===== src/rtl/uart_tx_fifo_if.sv =====
// Write-side handshake bundle for uart_tx_fifo: character data, valid and ready.
// The producer uses the master modport, the transmitter uses the slave modport.
interface uart_tx_fifo_if #(
    parameter int MAX_DW = 9
);
    logic [MAX_DW-1:0] wr_data;
    logic              wr_vld;
    logic              wr_rdy;

    modport master (
        output wr_data,
        output wr_vld,
        input  wr_rdy
    );

    modport slave (
        input  wr_data,
        input  wr_vld,
        output wr_rdy
    );
endinterface : uart_tx_fifo_if


===== src/rtl/uart_tx_fifo.sv =====
// UART transmitter with a small TX FIFO in front of it.
// Frames are start bit, 5..MAX_DW data bits LSB first, optional parity, 1 or 2
// stop bits; the line advances only on cycles where the baud tick is high.
// Optional feature macro: UART_TX_BREAK_EN adds the brk input and a BREAK state
// that holds the line low while brk stays high.
module uart_tx_fifo #(
    parameter int MAX_DW = 9,
    parameter int DEPTH  = 8
) (
    input  logic                      clk,
    input  logic                      rstn,
    input  logic                      tick,
    uart_tx_fifo_if.slave             wr,
    input  logic [3:0]                cfg_data_len,
    input  logic                      cfg_parity_en,
    input  logic                      cfg_parity_even,
    input  logic [1:0]                cfg_stop_len,
`ifdef UART_TX_BREAK_EN
    input  logic                      brk,
`endif
    output logic                      txd,
    output logic                      busy,
    output logic                      done,
    output logic                      fifo_full,
    output logic                      fifo_empty,
    output logic [$clog2(DEPTH):0]    fifo_level
);

    localparam int AW = $clog2(DEPTH);
    localparam int LW = AW + 1;

`ifdef UART_TX_BREAK_EN
    typedef enum logic [2:0] {
        S_IDLE   = 3'd0,
        S_START  = 3'd1,
        S_DATA   = 3'd2,
        S_PARITY = 3'd3,
        S_STOP   = 3'd4,
        S_BREAK  = 3'd5
    } state_t;
`else
    typedef enum logic [2:0] {
        S_IDLE   = 3'd0,
        S_START  = 3'd1,
        S_DATA   = 3'd2,
        S_PARITY = 3'd3,
        S_STOP   = 3'd4
    } state_t;
`endif

    // XOR of the low 'len' bits of a character (even-parity value).
    function automatic logic parity_of(input logic [MAX_DW-1:0] d, input logic [3:0] len);
        logic p;
        p = 1'b0;
        for (int i = 0; i < MAX_DW; i++) begin
            if (i < int'(len)) begin
                p = p ^ d[i];
            end else begin
                p = p;
            end
        end
        return p;
    endfunction

    // ---------------------------------------------------------------
    // FIFO storage and bookkeeping
    // ---------------------------------------------------------------
    logic [MAX_DW-1:0] mem_q [DEPTH];
    logic [AW-1:0]     wr_ptr_q, wr_ptr_d;
    logic [AW-1:0]     rd_ptr_q, rd_ptr_d;
    logic [LW-1:0]     level_q, level_d;
    logic              full_q, full_d;
    logic              empty_q, empty_d;
    logic              rdy_q, rdy_d;
    logic              push_s;
    logic              pop_s;
    logic [MAX_DW-1:0] head_s;

    // ---------------------------------------------------------------
    // Transmitter state
    // ---------------------------------------------------------------
    state_t            state_q, state_d;
    logic [3:0]        cnt_q, cnt_d;
    logic [MAX_DW-1:0] shift_q, shift_d;
    logic [3:0]        len_q, len_d;
    logic              par_en_q, par_en_d;
    logic              par_q, par_d;
    logic              stop2_q, stop2_d;
    logic              txd_q, txd_d;
    logic              busy_q, busy_d;
    logic              done_q, done_d;
    logic              launch_s;
    logic [3:0]        len_clamp_s;

    assign head_s = mem_q[rd_ptr_q];

    // Full/empty are the registered start-of-cycle view, so a push while full is
    // dropped even if a pop frees a slot in the same cycle.
    always_comb begin
        push_s   = wr.wr_vld & ~full_q;
        wr_ptr_d = wr_ptr_q;
        rd_ptr_d = rd_ptr_q;
        if (push_s) begin
            wr_ptr_d = wr_ptr_q + AW'(1);
        end else begin
            wr_ptr_d = wr_ptr_q;
        end
        if (pop_s) begin
            rd_ptr_d = rd_ptr_q + AW'(1);
        end else begin
            rd_ptr_d = rd_ptr_q;
        end
        level_d = level_q + LW'(push_s) - LW'(pop_s);
        full_d  = (level_d == LW'(DEPTH));
        empty_d = (level_d == LW'(0));
        rdy_d   = ~full_d;
    end

    // FIFO pointer and status registers; reset flushes the queue.
    always_ff @(posedge clk or negedge rstn) begin
        if (!rstn) begin
            wr_ptr_q <= {AW{1'b0}};
            rd_ptr_q <= {AW{1'b0}};
            level_q  <= {LW{1'b0}};
            full_q   <= 1'b0;
            empty_q  <= 1'b1;
            rdy_q    <= 1'b1;
        end else begin
            wr_ptr_q <= wr_ptr_d;
            rd_ptr_q <= rd_ptr_d;
            level_q  <= level_d;
            full_q   <= full_d;
            empty_q  <= empty_d;
            rdy_q    <= rdy_d;
        end
    end

    // FIFO data array; contents need no reset because the pointers define validity.
    always_ff @(posedge clk) begin
        if (push_s) begin
            mem_q[wr_ptr_q] <= wr.wr_data;
        end
    end

    // Data length clamped into the range the shifter can send.
    always_comb begin
        if (cfg_data_len < 4'd5) begin
            len_clamp_s = 4'd5;
        end else if (cfg_data_len > 4'(MAX_DW)) begin
            len_clamp_s = 4'(MAX_DW);
        end else begin
            len_clamp_s = cfg_data_len;
        end
    end

    // Frame sequencer: next state, next line bit and FIFO pop, advancing only on tick.
    always_comb begin
        state_d  = state_q;
        cnt_d    = cnt_q;
        shift_d  = shift_q;
        len_d    = len_q;
        par_en_d = par_en_q;
        par_d    = par_q;
        stop2_d  = stop2_q;
        txd_d    = txd_q;
        done_d   = 1'b0;
        pop_s    = 1'b0;
        launch_s = 1'b0;

        if (tick) begin
            case (state_q)
                S_IDLE: begin
`ifdef UART_TX_BREAK_EN
                    if (brk) begin
                        state_d = S_BREAK;
                        txd_d   = 1'b0;
                    end else if (!empty_q) begin
                        launch_s = 1'b1;
                    end else begin
                        txd_d = 1'b1;
                    end
`else
                    if (!empty_q) begin
                        launch_s = 1'b1;
                    end else begin
                        txd_d = 1'b1;
                    end
`endif
                end
                S_START: begin
                    state_d = S_DATA;
                    txd_d   = shift_q[0];
                    shift_d = {1'b0, shift_q[MAX_DW-1:1]};
                    cnt_d   = 4'd0;
                end
                S_DATA: begin
                    if (cnt_q == (len_q - 4'd1)) begin
                        cnt_d = 4'd0;
                        if (par_en_q) begin
                            state_d = S_PARITY;
                            txd_d   = par_q;
                        end else begin
                            state_d = S_STOP;
                            txd_d   = 1'b1;
                        end
                    end else begin
                        cnt_d   = cnt_q + 4'd1;
                        txd_d   = shift_q[0];
                        shift_d = {1'b0, shift_q[MAX_DW-1:1]};
                    end
                end
                S_PARITY: begin
                    state_d = S_STOP;
                    txd_d   = 1'b1;
                    cnt_d   = 4'd0;
                end
                S_STOP: begin
                    if (cnt_q == {3'b000, stop2_q}) begin
                        // Last stop bit ends here; chain straight into the next frame.
                        done_d = 1'b1;
                        cnt_d  = 4'd0;
`ifdef UART_TX_BREAK_EN
                        if (brk) begin
                            state_d = S_BREAK;
                            txd_d   = 1'b0;
                        end else if (!empty_q) begin
                            launch_s = 1'b1;
                        end else begin
                            state_d = S_IDLE;
                            txd_d   = 1'b1;
                        end
`else
                        if (!empty_q) begin
                            launch_s = 1'b1;
                        end else begin
                            state_d = S_IDLE;
                            txd_d   = 1'b1;
                        end
`endif
                    end else begin
                        cnt_d = cnt_q + 4'd1;
                        txd_d = 1'b1;
                    end
                end
`ifdef UART_TX_BREAK_EN
                S_BREAK: begin
                    if (!brk) begin
                        state_d = S_IDLE;
                        txd_d   = 1'b1;
                    end else begin
                        txd_d = 1'b0;
                    end
                end
`endif
                default: begin
                    state_d = S_IDLE;
                    txd_d   = 1'b1;
                    cnt_d   = 4'd0;
                end
            endcase
        end else begin
            state_d = state_q;
        end

        // Frame start: pop the head and freeze the configuration for this frame.
        if (launch_s) begin
            pop_s    = 1'b1;
            state_d  = S_START;
            txd_d    = 1'b0;
            cnt_d    = 4'd0;
            shift_d  = head_s;
            len_d    = len_clamp_s;
            par_en_d = cfg_parity_en;
            par_d    = parity_of(head_s, len_clamp_s) ^ ~cfg_parity_even;
            stop2_d  = cfg_stop_len[1];
        end else begin
            pop_s = 1'b0;
        end

        busy_d = (state_d != S_IDLE);
    end

    // Transmitter registers; reset aborts any frame and returns the line to idle.
    always_ff @(posedge clk or negedge rstn) begin
        if (!rstn) begin
            state_q  <= S_IDLE;
            cnt_q    <= 4'd0;
            shift_q  <= {MAX_DW{1'b0}};
            len_q    <= 4'd5;
            par_en_q <= 1'b0;
            par_q    <= 1'b0;
            stop2_q  <= 1'b0;
            txd_q    <= 1'b1;
            busy_q   <= 1'b0;
            done_q   <= 1'b0;
        end else begin
            state_q  <= state_d;
            cnt_q    <= cnt_d;
            shift_q  <= shift_d;
            len_q    <= len_d;
            par_en_q <= par_en_d;
            par_q    <= par_d;
            stop2_q  <= stop2_d;
            txd_q    <= txd_d;
            busy_q   <= busy_d;
            done_q   <= done_d;
        end
    end

    assign wr.wr_rdy  = rdy_q;
    assign txd        = txd_q;
    assign busy       = busy_q;
    assign done       = done_q;
    assign fifo_full  = full_q;
    assign fifo_empty = empty_q;
    assign fifo_level = level_q;

endmodule : uart_tx_fifo


===== src/flat_wrapper.sv =====
// flat-port wrapper written by rule: the top's interface ports become plain ports
module uart_tx_fifo_flat 
#(
    parameter int MAX_DW = 9,
    parameter int DEPTH  = 8
)
  (clk, rstn, tick, cfg_data_len, cfg_parity_en, cfg_parity_even, cfg_stop_len, txd, busy, done, fifo_full, fifo_empty, fifo_level, wr_wr_data, wr_wr_vld, wr_wr_rdy);
  uart_tx_fifo_if #(.MAX_DW(MAX_DW)) wr_i ();
  input  logic clk;
  input  logic rstn;
  input  logic tick;
  input  logic [3:0] cfg_data_len;
  input  logic cfg_parity_en;
  input  logic cfg_parity_even;
  input  logic [1:0] cfg_stop_len;
  output logic txd;
  output logic busy;
  output logic done;
  output logic fifo_full;
  output logic fifo_empty;
  output logic [$clog2(DEPTH):0] fifo_level;
  input wire logic [$bits(wr_i.wr_data)-1:0] wr_wr_data;
  input wire logic [$bits(wr_i.wr_vld)-1:0] wr_wr_vld;
  output wire logic [$bits(wr_i.wr_rdy)-1:0] wr_wr_rdy;
  assign wr_i.wr_data = wr_wr_data;
  assign wr_i.wr_vld = wr_wr_vld;
  assign wr_wr_rdy = wr_i.wr_rdy;
  uart_tx_fifo #(.MAX_DW(MAX_DW), .DEPTH(DEPTH)) u_core (.clk(clk), .rstn(rstn), .tick(tick), .wr(wr_i), .cfg_data_len(cfg_data_len), .cfg_parity_en(cfg_parity_en), .cfg_parity_even(cfg_parity_even), .cfg_stop_len(cfg_stop_len), .txd(txd), .busy(busy), .done(done), .fifo_full(fifo_full), .fifo_empty(fifo_empty), .fifo_level(fifo_level));
endmodule

===== config.mk =====
export PLATFORM = sky130hd
export DESIGN_NAME = uart_tx_fifo_flat
export DESIGN_NICKNAME = d
export VERILOG_FILES = /design/src/rtl/uart_tx_fifo_if.sv /design/src/rtl/uart_tx_fifo.sv /design/src/flat_wrapper.sv
export SDC_FILE = /design/constraint.sdc
export NUM_CORES = 1
export LEC_CHECK = 0
export ABC_CLOCK_PERIOD_IN_PS = 4300
export BUFFER_PORTS_ARGS = -buffer_cell sky130_fd_sc_hd__buf_2
export CAP_MARGIN = 0
export CORE_MARGIN = 8
export CORE_UTILIZATION = 50
export CTS_CLUSTER_DIAMETER = 50
export DETAILED_ROUTE_END_ITERATION = 6
export HOLD_SLACK_MARGIN = 0.05
export PLACE_DENSITY = 0.68
export SLEW_MARGIN = 20
export SYNTH_ARGS = -nofsm -noshare
export SYNTH_HDL_FRONTEND = slang
export SYNTH_SLANG_ARGS = --single-unit
export TNS_END_PERCENT = 1

===== constraint.sdc =====
create_clock -name clk -period 4.3 [get_ports clk]
set_input_delay 0.43 -clock clk [delete_from_list [all_inputs] [get_ports clk]]
set_output_delay 0.43 -clock clk [all_outputs]
set_load 0.01 [all_outputs]

==> flow_summary_export.csv <==
group,metric,value,unit
route,drc,0,
clock_network,cts_root_buf,"clkbuf_8",
critical_path,worst-setup-path-type,"reg -> reg",
synth,post-synth-top-count-cell,"edfxtp_1",
cells_and_area,syn_to_final_growth,10.3,%
power,p_leak,0.00210,µW
synth,yosysTopAreaCellShare,44.4,%
power,switching_share,35.3,%
sta,worst_pin_slew,1050,ps
placement,hpwl,5600,µm
clock_network,postCtsSetupBuffers,0,
sta,period_share,77.6,%
power,pwr-share-comb,38.4,%
power,p_int,2420,µW
floorplan,core-area,0.00959,mm²
status,status,"finished clean",
flow_run,drv_cap,0,
synth,synth_seq_cells,111,
synth,synth_cell_types,45,
sta,hold_viol,0,
synth,ys_seq_area_share,64.6,%
route,avgViaCountPerCell,5.36,
critical_path,arrival,3650,ps
placement,dp_slack,997,ps
critical_path,reg2reg_depth,13,
sta,finClkSkew,22.4,ps
clock_network,postCtsResizedCells,0,
global_route,grt_start_max_net_pins,40,
sta,setup_tns,0,ps
sta,clock.fmax,300,MHz
clock_network,cts_buffers,9,
critical_path,critPathCaptureType,"flip-flop",
floorplan,die_area,0.0132,mm²
sta,whs,153,ps
power,switching_power,1320,µW
global_route,grtUsageTotal,13.5,%
critical_path,required,4620,ps
critical_path,cp_max_fo,15,
clock_network,clock_path_buffers,2,
synth,synth_area_leaders,"edfxtp_1 44%, dfrtp_1 17%, mux4_1 5.4%, mux2i_1 4.3%, mux4_2 3.7%",
clock_network,cts_hold_buf,0,
cells_and_area,final_cell_area,0.00537,mm²
placement,gp_congestion,0.823,
route,drt_iter0_markers,182,
synth,synth_common_cells,"72 x edfxtp_1, 34 x dfrtp_1, 26 x nand2_1",
power,ir_worst_vdd,0.000288,V
floorplan,dieWidth,115,µm
clock_network,clock_sinks,111,
synth,synth_edf_count,72,
global_route,first_global_vias,2643,
cells_and_area,drive_above_1_share,18.8,%
synth,synth_cells,321,
clock_network,htreeDepth,3,
route,ant_nets,0,
clock_network,cts_tree,"built",
placement,io_buffers,29,
route,vias,2625,
floorplan,die_y,115,µm
sta,drv_slew,0,
route,dr.pass1.iters,4,
synth,yosys_warnings,0,
route,drt-total-wl,8380,µm
sta,rsz0062_at_grt,"no",
power,power_per_cell_area,697,mW/mm²
critical_path,worstSetupStartpointType,"flip-flop",
clock_network,clk_latency,380,ps
critical_path,r2r_start,"u_core.cnt_q[0]",
synth,yosys.area.top_type,"edfxtp_1",
global_route,grt_pass1_wl,13400,µm
synth,synth.net_count,351,
sta,setup_ws,965,ps
route,wl_per_cell,17.1,µm
synth,synthArstFlopShare,35.1,%
sta,post-route-min-period,3330,ps
clock_network,clkTransAtPathRegs,110,ps
critical_path,reg2reg_to,"u_core.fifo_full",
cells_and_area,fillers,803,
critical_path,startpoint,"u_core.cnt_q[0]",
cells_and_area,finalNetCount,382,
critical_path,r2r_slack,970,ps
worst_hold_path,min_path_type,"in -> async",
sta,timing.slew.headroom,29.5,%
floorplan,start_util,50.8,%
sta,setup_viol,0,
floorplan,num_io_pins,31,
global_route,gr-total-overflow,0,
cells_and_area,antennaDiodeCount,0,
synth,synth_top_flop_cell,"edfxtp_1",
floorplan,rows,36,
synth,avgSynthCellArea,15.2,µm²
power,pwr-share-seq,44.5,%
global_route,antenna_found_initial,0,
placement,dpl_cell_area,0.00515,mm²
synth,syn_area,0.00487,mm²
power,clkPwrFrac,17.1,%
sequential cells by signal (all words and copies together), names as in the netlist:
signal,flops
u_core.par_q,1
u_core.rd_ptr_q,3
u_core.mem_q,72
u_core.fifo_level,4
u_core.stop2_q,1
u_core.txd,1
u_core.fifo_full,1
u_core.wr_ptr_q,3
u_core.done,1
u_core.len_q,4
u_core.busy,1
u_core.wr.wr_rdy,1
u_core.state_q,3
u_core.par_en_q,1
u_core.shift_q,9
u_core.cnt_q,4
u_core.fifo_empty,1
cell type report:
cell class                      instances  area, µm²  area share (%)
Clock buffer                            9        124            2.31
Clock inverter                          7       93.8            1.75
Inverter                               15       56.3            1.05
Multi-Input combinational cell        182       1610            30.0
Sequential cell                       111       3140            58.5
Tap cell                              133        166            3.10
Timing Repair Buffer                   33        175            3.26
metrics by stage:
step | power (µW) | cells | util (%)
2_1_floorplan | 2800 | 321 | -
3_3_place_gp | 3110 | 474 | 53.7
3_5_place_dp | 3150 | 474 | 53.7
4_1_cts | 3810 | 490 | 56.0
5_1_grt | 4000 | 490 | 56.0
6_report | 3750 | 490 | 56.0
worst max-delay path by stage:
stage	to	slack, ps	cells past startpoint
5_1_grt	u_core.fifo_full	750	13
2_1_floorplan	u_core.fifo_full	940	15
4_1_cts	u_core.fifo_full	960	13
6_report	u_core.fifo_full	970	13
3_3_place_gp	u_core.fifo_full	1040	13
3_5_place_dp	u_core.fifo_full	1000	13
layout by cell type (no fill, tap or decap), types with 2 or more instances in the layout:
cell / n
nor2_1: 21
nand2_1: 26
clkbuf_8: 9
nor4b_1: 2
xnor3_1: 2
mux2_2: 2
nand2b_1: 4
nor2b_1: 4
xnor2_1: 11
xor2_1: 9
edfxtp_1: 72
nor3_1: 5
a21oi_1: 7
buf_4: 4
o31ai_1: 2
inv_12: 2
o21ai_0: 8
ha_1: 8
nand3_1: 2
dfstp_2: 5
o22ai_1: 2
mux4_2: 8
mux2i_1: 21
o21ai_1: 2
o21a_1: 3
inv_1: 15
buf_2: 29
clkinv_8: 2
mux4_1: 10
or3_1: 2
a31oi_1: 2
dfrtp_1: 34
a21o_1: 2
a211oi_1: 3
inv_6: 2
layer usage:
metal / wire, µm / part of all wire, % / up-vias / GRT usage, %
met1: 3600 / 43 / 1299 / 16.2
met2: 4260 / 51 / 56 / 22.7
met4: 87 / 1.0 / 0 / 4.73
li1: - / - / 1262 / -
met3: 424 / 5.1 / 8 / 3.90
met5: 0 / 0 / - / 0
critical path, stage by stage, from the launching register on:
cell and delay, ps:
dfrtp_1 470, xor2_1 200, nor4_1 380, o21ai_1 140
inv_1 390, ha_1 320, inv_1 60, ha_1 150
inv_1 50, fa_1 470, inv_1 40, or3_1 380
nand2b_1 170, inv_1 60
power groups by stage:
stage	Sequential (µW)	Clock [µW]	Combinational, µW
after floorplan	1570	0	1220
after global placement	1680	0	1430
after detailed placement	1700	0	1460
after CTS	1670	667	1470
after global routing	1710	698	1590
final	1670	642	1440
cell families after synthesis:
kind of cell,after synthesis,synth area share [%]
and+or+nand+nor,71,6.63
adders and majority gates,9,2.47
muxes,41,13.9
xor gates and xnor gates,23,5.01
DFF,111,64.6
buffers and inverters,28,2.44
AOI/OAI and AO/OA,38,5.03
No activity file was read; power rests on OpenSTA's default activity.
